### config.mk
export PLATFORM = sky130hd
export DESIGN_NAME = uart_recv_flat
export DESIGN_NICKNAME = d
export VERILOG_FILES = /design/src/rtl/uart_pkg.sv /design/src/rtl/uart_recv_if.sv /design/src/rtl/uart_rx_baud.sv /design/src/rtl/uart_recv.sv /design/src/flat_wrapper.sv
export SDC_FILE = /design/constraint.sdc
export NUM_CORES = 1
export LEC_CHECK = 0
export BUFFER_PORTS_ARGS = -buffer_cell sky130_fd_sc_hd__buf_4
export CAP_MARGIN = 40
export CORE_UTILIZATION = 55
export CTS_CLUSTER_SIZE = 10
export DETAILED_ROUTE_END_ITERATION = 8
export PLACE_DENSITY = 0.7
export SLEW_MARGIN = 10
export SYNTH_ARGS = -nofsm -noshare
export SYNTH_HDL_FRONTEND = slang
export SYNTH_HIERARCHICAL = 1
export SYNTH_SLANG_ARGS = --single-unit
export TNS_END_PERCENT = 20
### constraint.sdc
create_clock -name clk -period 2.8 [get_ports clk]
set_input_delay 0.14 -clock clk [delete_from_list [all_inputs] [get_ports clk]]
set_output_delay 0.14 -clock clk [all_outputs]
set_load 0.005 [all_outputs]
### src/rtl/uart_pkg.sv
// Shared UART receive/transmit definitions: data width, default bit time, FSM states.
// PARITY exists only when UART_RECV_PARITY_EN is defined.
package uart_pkg;

  localparam int DATA_BITS   = 8;
  localparam int BPS_DEFAULT = 1250;  // 12 MHz / 9600 baud

  typedef enum logic [2:0] {
    IDLE,
    START,
    DATA,
`ifdef UART_RECV_PARITY_EN
    PARITY,
`endif
    STOP,
    BREAK
  } rx_state_t;

endpackage

### src/rtl/uart_recv_if.sv
// Serial line plus received-byte status bundle between a UART receiver and its user.
// The slave modport is the receiver; the master modport drives rx and consumes results.
interface uart_recv_if;
  import uart_pkg::*;

  logic                 rx;
  logic [DATA_BITS-1:0] rx_data;
  logic                 rx_valid;
  logic                 frame_err;
  logic                 parity_err;
  logic                 rx_busy;

  modport master (output rx, input rx_data, rx_valid, frame_err, parity_err, rx_busy);
  modport slave  (input rx, output rx_data, rx_valid, frame_err, parity_err, rx_busy);

endinterface

### src/rtl/uart_rx_baud.sv
// Bit-time counter for the UART receiver: counts 0..BPS_PARA-1 while enabled and
// flags the mid-bit sample point.
module uart_rx_baud #(
  parameter int BPS_PARA = 1250
) (
  input  logic clk,
  input  logic rst_n,
  input  logic en,
  input  logic restart,
  output logic tick
);

  localparam int            CW   = $clog2(BPS_PARA);
  localparam logic [CW-1:0] LAST = CW'(BPS_PARA - 1);
  localparam logic [CW-1:0] MID  = CW'(BPS_PARA >> 1);

  logic [CW-1:0] cnt;

  always_ff @(posedge clk or negedge rst_n) begin
    if (!rst_n)              cnt <= '0;
    else if (!en || restart) cnt <= '0;
    else if (cnt == LAST)    cnt <= '0;
    else                     cnt <= cnt + CW'(1);
  end

  assign tick = en && !restart && (cnt == MID);

endmodule

### src/rtl/uart_recv.sv
// UART receiver, 8 data bits LSB first, one stop bit, BPS_PARA clk cycles per bit.
// Defining UART_RECV_PARITY_EN adds an even-parity bit between data and stop.
//
// state  | meaning
// IDLE   | line idle, waiting for a 1->0 edge on synchronized rx
// START  | confirming start bit at mid-bit
// DATA   | shifting in 8 data bits, LSB first
// PARITY | sampling parity bit (UART_RECV_PARITY_EN only)
// STOP   | checking stop bit, issuing result pulse
// BREAK  | stop bit was low; waiting for line to return high
module uart_recv
  import uart_pkg::*;
#(
  parameter int BPS_PARA = BPS_DEFAULT
) (
  input logic         clk,
  input logic         rst_n,
  uart_recv_if.slave  bus
);

  logic                 rx_meta, rx_s, rx_prev;
  rx_state_t            state;
  logic [DATA_BITS-1:0] shift;
  logic [2:0]           bit_idx;
  logic [DATA_BITS-1:0] data_q;
  logic                 valid_q, ferr_q;
  logic                 tick, baud_en, start_edge;
`ifdef UART_RECV_PARITY_EN
  logic                 par_err, perr_q;
`else
  localparam logic      par_err = 1'b0;
`endif

  always_ff @(posedge clk or negedge rst_n) begin
    if (!rst_n) begin
      rx_meta <= 1'b1;
      rx_s    <= 1'b1;
      rx_prev <= 1'b1;
    end else begin
      rx_meta <= bus.rx;
      rx_s    <= rx_meta;
      rx_prev <= rx_s;
    end
  end

  assign start_edge = (state == IDLE) && rx_prev && !rx_s;
  assign baud_en    = (state != IDLE) && (state != BREAK);

  uart_rx_baud #(.BPS_PARA(BPS_PARA)) u_baud (
    .clk     (clk),
    .rst_n   (rst_n),
    .en      (baud_en),
    .restart (start_edge),
    .tick    (tick)
  );

  always_ff @(posedge clk or negedge rst_n) begin
    if (!rst_n) begin
      state   <= IDLE;
      shift   <= '0;
      bit_idx <= '0;
      data_q  <= '0;
      valid_q <= 1'b0;
      ferr_q  <= 1'b0;
`ifdef UART_RECV_PARITY_EN
      par_err <= 1'b0;
      perr_q  <= 1'b0;
`endif
    end else begin
      valid_q <= 1'b0;
      ferr_q  <= 1'b0;
`ifdef UART_RECV_PARITY_EN
      perr_q  <= 1'b0;
`endif
      case (state)
        IDLE: begin
          if (start_edge) begin
            state   <= START;
            bit_idx <= '0;
`ifdef UART_RECV_PARITY_EN
            par_err <= 1'b0;
`endif
          end
        end
        START: begin
          if (tick) state <= rx_s ? IDLE : DATA;
        end
        DATA: begin
          if (tick) begin
            shift   <= {rx_s, shift[DATA_BITS-1:1]};
            bit_idx <= bit_idx + 3'd1;
            if (bit_idx == 3'd7) begin
`ifdef UART_RECV_PARITY_EN
              state <= PARITY;
`else
              state <= STOP;
`endif
            end
          end
        end
`ifdef UART_RECV_PARITY_EN
        PARITY: begin
          if (tick) begin
            par_err <= ^{shift, rx_s};
            state   <= STOP;
          end
        end
`endif
        STOP: begin
          if (tick) begin
            if (rx_s) begin
              state <= IDLE;
              // a parity failure keeps the previous good byte visible
              if (par_err) begin
`ifdef UART_RECV_PARITY_EN
                perr_q <= 1'b1;
`endif
              end else begin
                data_q  <= shift;
                valid_q <= 1'b1;
              end
            end else begin
              ferr_q <= 1'b1;
              state  <= BREAK;
            end
          end
        end
        BREAK: begin
          if (rx_s) state <= IDLE;
        end
        default: state <= IDLE;
      endcase
    end
  end

  assign bus.rx_data   = data_q;
  assign bus.rx_valid  = valid_q;
  assign bus.frame_err = ferr_q;
  assign bus.rx_busy   = (state != IDLE);
`ifdef UART_RECV_PARITY_EN
  assign bus.parity_err = perr_q;
`else
  assign bus.parity_err = 1'b0;
`endif

endmodule

### src/flat_wrapper.sv
// flat-port wrapper written by rule: the top's interface ports become plain ports
module uart_recv_flat import uart_pkg::*;
#(
  parameter int BPS_PARA = BPS_DEFAULT
)
  (clk, rst_n, bus_rx, bus_rx_data, bus_rx_valid, bus_frame_err, bus_parity_err, bus_rx_busy);
  uart_recv_if bus_i ();
  input logic clk;
  input logic rst_n;
  input wire logic [$bits(bus_i.rx)-1:0] bus_rx;
  output wire logic [$bits(bus_i.rx_data)-1:0] bus_rx_data;
  output wire logic [$bits(bus_i.rx_valid)-1:0] bus_rx_valid;
  output wire logic [$bits(bus_i.frame_err)-1:0] bus_frame_err;
  output wire logic [$bits(bus_i.parity_err)-1:0] bus_parity_err;
  output wire logic [$bits(bus_i.rx_busy)-1:0] bus_rx_busy;
  assign bus_i.rx = bus_rx;
  assign bus_rx_data = bus_i.rx_data;
  assign bus_rx_valid = bus_i.rx_valid;
  assign bus_frame_err = bus_i.frame_err;
  assign bus_parity_err = bus_i.parity_err;
  assign bus_rx_busy = bus_i.rx_busy;
  uart_recv #(.BPS_PARA(BPS_PARA)) u_core (.clk(clk), .rst_n(rst_n), .bus(bus_i));
endmodule
# ---- Word-level counts from Yosys, hierarchy flattened
# Index checks and enable logic that the tools add are counted.
dict set report classes {
  add_sub_neg 2
  eq_ne 14
  mux 20
  reduce_logical 16
}
# cell n
set ops {}
lappend ops {{2-to-1 mux 3 bit} 9}
lappend ops {{2-to-1 mux 11 bit} 2}
lappend ops {{case mux 3 bit (5 select lines)} 1}
lappend ops {{adder 11 x 1 -> 11 bit, second input constant} 1}
lappend ops {{equality test 11 x 10 -> 1 bit, second input constant} 1}
lappend ops {{equality test 11 bit, second input constant} 1}
lappend ops {{!= test 2 x 1 -> 1 bit, second input constant} 5}
lappend ops {{equality test 3 x 2 -> 1 bit, second input constant} 2}
lappend ops {{equality test 3 bit, second input constant} 2}
lappend ops {{2-to-1 mux 1 bit} 6}
lappend ops {{case mux 3 bit (2 select lines)} 1}
lappend ops {{AND reduction 3 bit} 2}
lappend ops {{AND reduction 6 bit} 1}
lappend ops {{logical AND 1 bit} 5}
lappend ops {{adder 3 x 1 -> 3 bit, second input constant} 1}
lappend ops {{equality test 3 x 1 -> 1 bit, second input constant} 1}
lappend ops {{zero test 1 bit} 3}
lappend ops {{zero test 3 bit} 1}
lappend ops {{!= test 3 bit, second input constant} 1}
lappend ops {{nonzero test 3 bit} 1}
lappend ops {{2-to-1 mux 2 bit} 1}
lappend ops {{!= test 2 bit, second input constant} 1}
lappend ops {{AND reduction 2 bit} 1}
lappend ops {{nonzero test 2 bit} 1}
lappend ops {{logical OR 1 bit} 1}
dict set report word_totals {
  ff_bits 38
  in_bits 3
  out_inout_bits 12
  wordCells 62
}

# ---- Depth between registers and ports, before layout
dict set report depth {
  depth_word 8
  ltp_mapped 11
  mapped_depth_nobuf 9
}

# ---- By module
# Netlist, hierarchy kept.
# module instances cells_per_inst area_each_um2 seq_area_each_um2
set modules_own_cells {}
lappend modules_own_cells {uart_recv 1 86 1166.1 679.4}
lappend modules_own_cells {uart_rx_baud 1 57 575.6 275.3}

# ---- Least setup slack after synthesis
# Ideal clock, no wire load.
dict set report synth_timing {
  kind {register to register}
  startpoint {reg u_core.u_baud.cnt[1]}
  endpoint {reg u_core.data_q[0], in the netlist u_core/bus.rx_data[0]}
  setup_ns 0.125
  t_arrival_ns 2.411
  path_slack_ns 0.264
  stages_incl_launch_ff 9
  n_path_buf 1
  period_less_slack_ns 2.536
  cell_sequence {dfrtp_1 inv_1 ha_1 or4b_4 nor3_1 nand4b_4 or2_1 buf_6 mux2_4}
}
dict set report synth_via {
  elab_chain_cells 3
}
# element line
set synth_rtl {}
lappend synth_rtl {{from (decl)} uart_rx_baud.sv:17} ;# logic [CW-1:0] cnt;
lappend synth_rtl {{from (signal assigned)} uart_rx_baud.sv:23} ;# else cnt <= cnt + CW'(1);
lappend synth_rtl {{equality test 11 x 10 -> 1 bit} uart_rx_baud.sv:26} ;# assign tick = en && !restart && (cnt == MID);
lappend synth_rtl {{logical AND 1 bit} uart_rx_baud.sv:26}
lappend synth_rtl {{net u_core.tick} uart_recv.sv:27} ;# logic tick, baud_en, start_edge;
lappend synth_rtl {{AND reduction 3 bit (no source line)} --}
lappend synth_rtl {{to (signal assigned)} uart_recv.sv:119} ;# data_q <= shift;
lappend synth_rtl {{to (decl)} uart_recv.sv:25} ;# logic [DATA_BITS-1:0] data_q;
# The timed path passes the listed nets, and every way through them passes these cells.
# A chain may end at the register's enable or synchronous reset.

# ---- Worst setup path in the final report
dict set report layout_timing {
  startpoint {reg u_core.rx_s}
  endpoint {reg u_core.data_q[6], in the netlist u_core/bus.rx_data[6]}
}
dict set report layout_via {
  elab_chain_cells 6
}
# element line
set layout_rtl {}
lappend layout_rtl {{from (decl)} uart_recv.sv:21} ;# logic rx_meta, rx_s, rx_prev;
lappend layout_rtl {{from (signal assigned)} uart_recv.sv:41} ;# rx_s <= rx_meta;
lappend layout_rtl {{zero test 1 bit} uart_recv.sv:46} ;# assign start_edge = (state == IDLE) && rx_prev && !rx_s;
lappend layout_rtl {{logical AND 1 bit} uart_recv.sv:46}
lappend layout_rtl {{net u_core.start_edge} uart_recv.sv:27}
lappend layout_rtl {{zero test 1 bit} uart_rx_baud.sv:26}
lappend layout_rtl {{logical AND 1 bit (2 in series)} uart_rx_baud.sv:26}
lappend layout_rtl {{net u_core.tick} uart_recv.sv:27}
lappend layout_rtl {{AND reduction 3 bit (no source line)} --}
# The timed path passes the listed nets, and every way through them passes these cells.

==> qor.txt <==
Status: finished clean
Max Root-Sink Buffers: 2
Cell variety after synth: 35
CP Launch Point: u_core/rx_s
Reg2reg start: u_core/rx_s
Classification of the worst setup path: register to register
Global-route usage over all layers: 0.200
Clk_lat worst skew: 0.34 ns
Final Skew: 0.00930 ns
Worst hold slack: 0.284 ns
Reg2Reg Setup Slack: 0.26 ns
Initial drt markers: 52
Largest family of logic cells by synthesized area: simple AND/OR/NAND/NOR gates
Crit path capture: u_core/bus.rx_data[6]
Post-layout min period: 2.54 ns
Mapped Nets: 150
Initial antenna violation count: 0
Final period utilization: 0.906
Seq/Total Area, Yosys: 0.548
Setup crit start kind: register
Post-CTS Setup Bufs: 0
Core Region: 3030 um2
Critical path fanouts, max: 9
Design area: 1920 um2
Commonest non-fill, non-tap cells in the layout: dfrtp_1, buf_4, nor2_1
Clk sinks: 38
RePlAce Congestion: 0.796
Vias: 1075
Drc violations: 0
Reg2reg path depth: 9
Root Buffer: clkbuf_4
Placed insts: 195
Setup ws final: 0.262 ns
Clk slew on worst S/H paths: 0.11 ns
Diode count: 0
Die extent in y: 58.3 um
CP required: 3.03 ns
Yosys synthesis warning count: 6
Data arrival time of the critical path: 2.77 ns
Leak Pwr: 0.916 nW
Drt pass-1 iters: 4
Synth Area in Adders: 0.0287
First-pass GRT wire length: 4.96 mm
Wire length per cell: 13.5 um
Syn Std Cell Area: 1740 um2
I/O Buffers: 13
Std cell rows: 20
Vias per cell: 5.24
Tightest Pin Transition: 0.652 ns
Number of CTS-inserted buffers: 5
Final hold violations: 0
Grt total ovfl: 0
Worst Hold Class: input pin to async pin
HPWL after DPL: 1.90 mm
Max_slew headroom: 0.564
Fmax: 394 MHz
Post-DRT Antenna Nets: 0
Starting Density: 0.575
Vias in the first global route: 1059
Mux contribution to synthesized area: 0.126
RSZ-0062 raised after global routing: no
Syn Inst Count: 143
Slew Viols, Final: 0
Post-synthesis sequential element count: 38
Pre-CTS WS: 0.275 ns
Mean Syn Cell Area: 12.2 um2
CTS tree: built
P&R area growth vs syn: 10.3%
Tot Pwr: 1.07 mW
Area after DPL: 1850 um2
XOR/XNOR Fraction of Synth Area: 0.0151
R2r endpoint: u_core/bus.rx_data[6]
Crit end category: register
Drt total wl: 2.76 mm
# IOs: 15
Die W: 58.3 um
PwrDens: 557 nW/um2
Fin cells: 205
Final net count: 167
Htree depth: 2
Setup TNS: 0 ns
Max-cap violation count: 0
Die area: 3400 um2
Simple-Gate Fraction of Synth Area: 0.146
Final setup viols: 0
Worst vdd ir: 0.329 mV
Largest net degree at the start of global routing: 39
Fin util: 0.635
Synth Area in Compound Gates: 0.0826
Proportion of layout cells with a drive suffix above 1: 0.267
Most common library cell in the layout ignoring fill and taps: dfrtp_1
==> how the worst min path moves through the flow <==
stage / end / start / slack, ns / cells past startpoint
6_report: u_core/u_baud/cnt[7] / rst_n / 0.28 / 2
5_1_grt: u_core/bus.rx_data[2] / rst_n / 0.32 / 2
4_1_cts: u_core/u_baud/cnt[4] / rst_n / 0.28 / 2
3_5_place_dp: u_core/u_baud/cnt[7] / rst_n / 0.12 / 1
3_3_place_gp: u_core/u_baud/cnt[7] / rst_n / 0.12 / 1
2_1_floorplan: u_core/bit_idx[0] / rst_n / -0.16 / 0
==> timing repair <==
item / in CTS / in global routing
gates resized for setup: 0 / 0
endpoints found under the hold margin: 36 / 0
hold buffers: 2 / 0
==> Yosys cell counts, drive strengths merged <==
library cell,n,area [um2]
nor4b,1,8.76
nand2,7,26.3
nand4b,1,23.8
a211oi,1,7.51
dfstp,3,78.8
o22ai,1,6.26
ha,4,50.1
nand4,3,18.8
or4b,1,13.8
xor2,1,8.76
nor3,2,10.0
o21a,1,7.51
nand3,5,25.0
o31ai,2,15.0
o21ai,7,35.0
nor2,10,37.5
or3,5,31.3
a21oi,9,45.0
nor2b,1,6.26
dfrtp,35,876
o41ai,1,27.5
and4bb,1,12.5
mux2i,1,10.0
inv,8,30.0
or2,1,6.26
conb,1,3.75
xnor2,2,17.5
buf,7,58.8
nand2b,3,18.8
mux2,16,210
or4,2,15.0
==> logic make-up (layout without fill, tap and decap cells) <==
family,after synthesis,in the layout
simple gates,43,43
flops,38,38
compound gates,22,22
mux,17,17
buf+inv,15,33
fa+ha+maj,4,4
xor+xnor,3,3
other cells,1,1
==> registers in the layout, summed over array words and instances (netlist names) <==
register	cells
u_core/rx_s	1
u_core/rx_prev	1
u_core/bus.frame_err	1
u_core/bus.rx_valid	1
u_core/shift	8
u_core/bus.rx_data	8
u_core/state	3
u_core/u_baud/cnt	11
u_core/rx_meta	1
u_core/bit_idx	3
==> worst max-delay path: stages, from the launching register on <==
cell and delay, ns:
dfstp_2 0.60, nand2b_1 0.16, nor3_1 0.09, nor2b_1 0.24, nand3_1 0.11, nor3_1 0.14
buf_4 0.18, nand4b_4 0.12, or2_1 0.43, mux2_4 0.37
==> power breakdown <==
group	switching (mW)	internal [mW]
Clock	0.173	0.0957
Sequential	0.0648	0.601
Combinational	0.0734	0.0620
Total	0.311	0.758
==> layout make-up <==
cell class	count	area, um2
Clock buffer	6	41.3
Timing Repair Buffer	17	133
Fill cell	234	1110
Clock inverter	2	10.0
Tap cell	44	55.1
Sequential cell	38	955
Multi-Input combinational cell	90	698
Inverter	8	30.0
==> routing by layer <==
metal	routed length [um]	global-route usage	part of all wire	vias up
li1	-	-	-	536
met1	1340	0.275	0.49	516
met2	1270	0.287	0.46	18
met3	99	0.0536	0.036	5
met4	55	0.116	0.020	0
met5	0	0	0	-
Note: power is estimated with default switching activity, not from simulation.
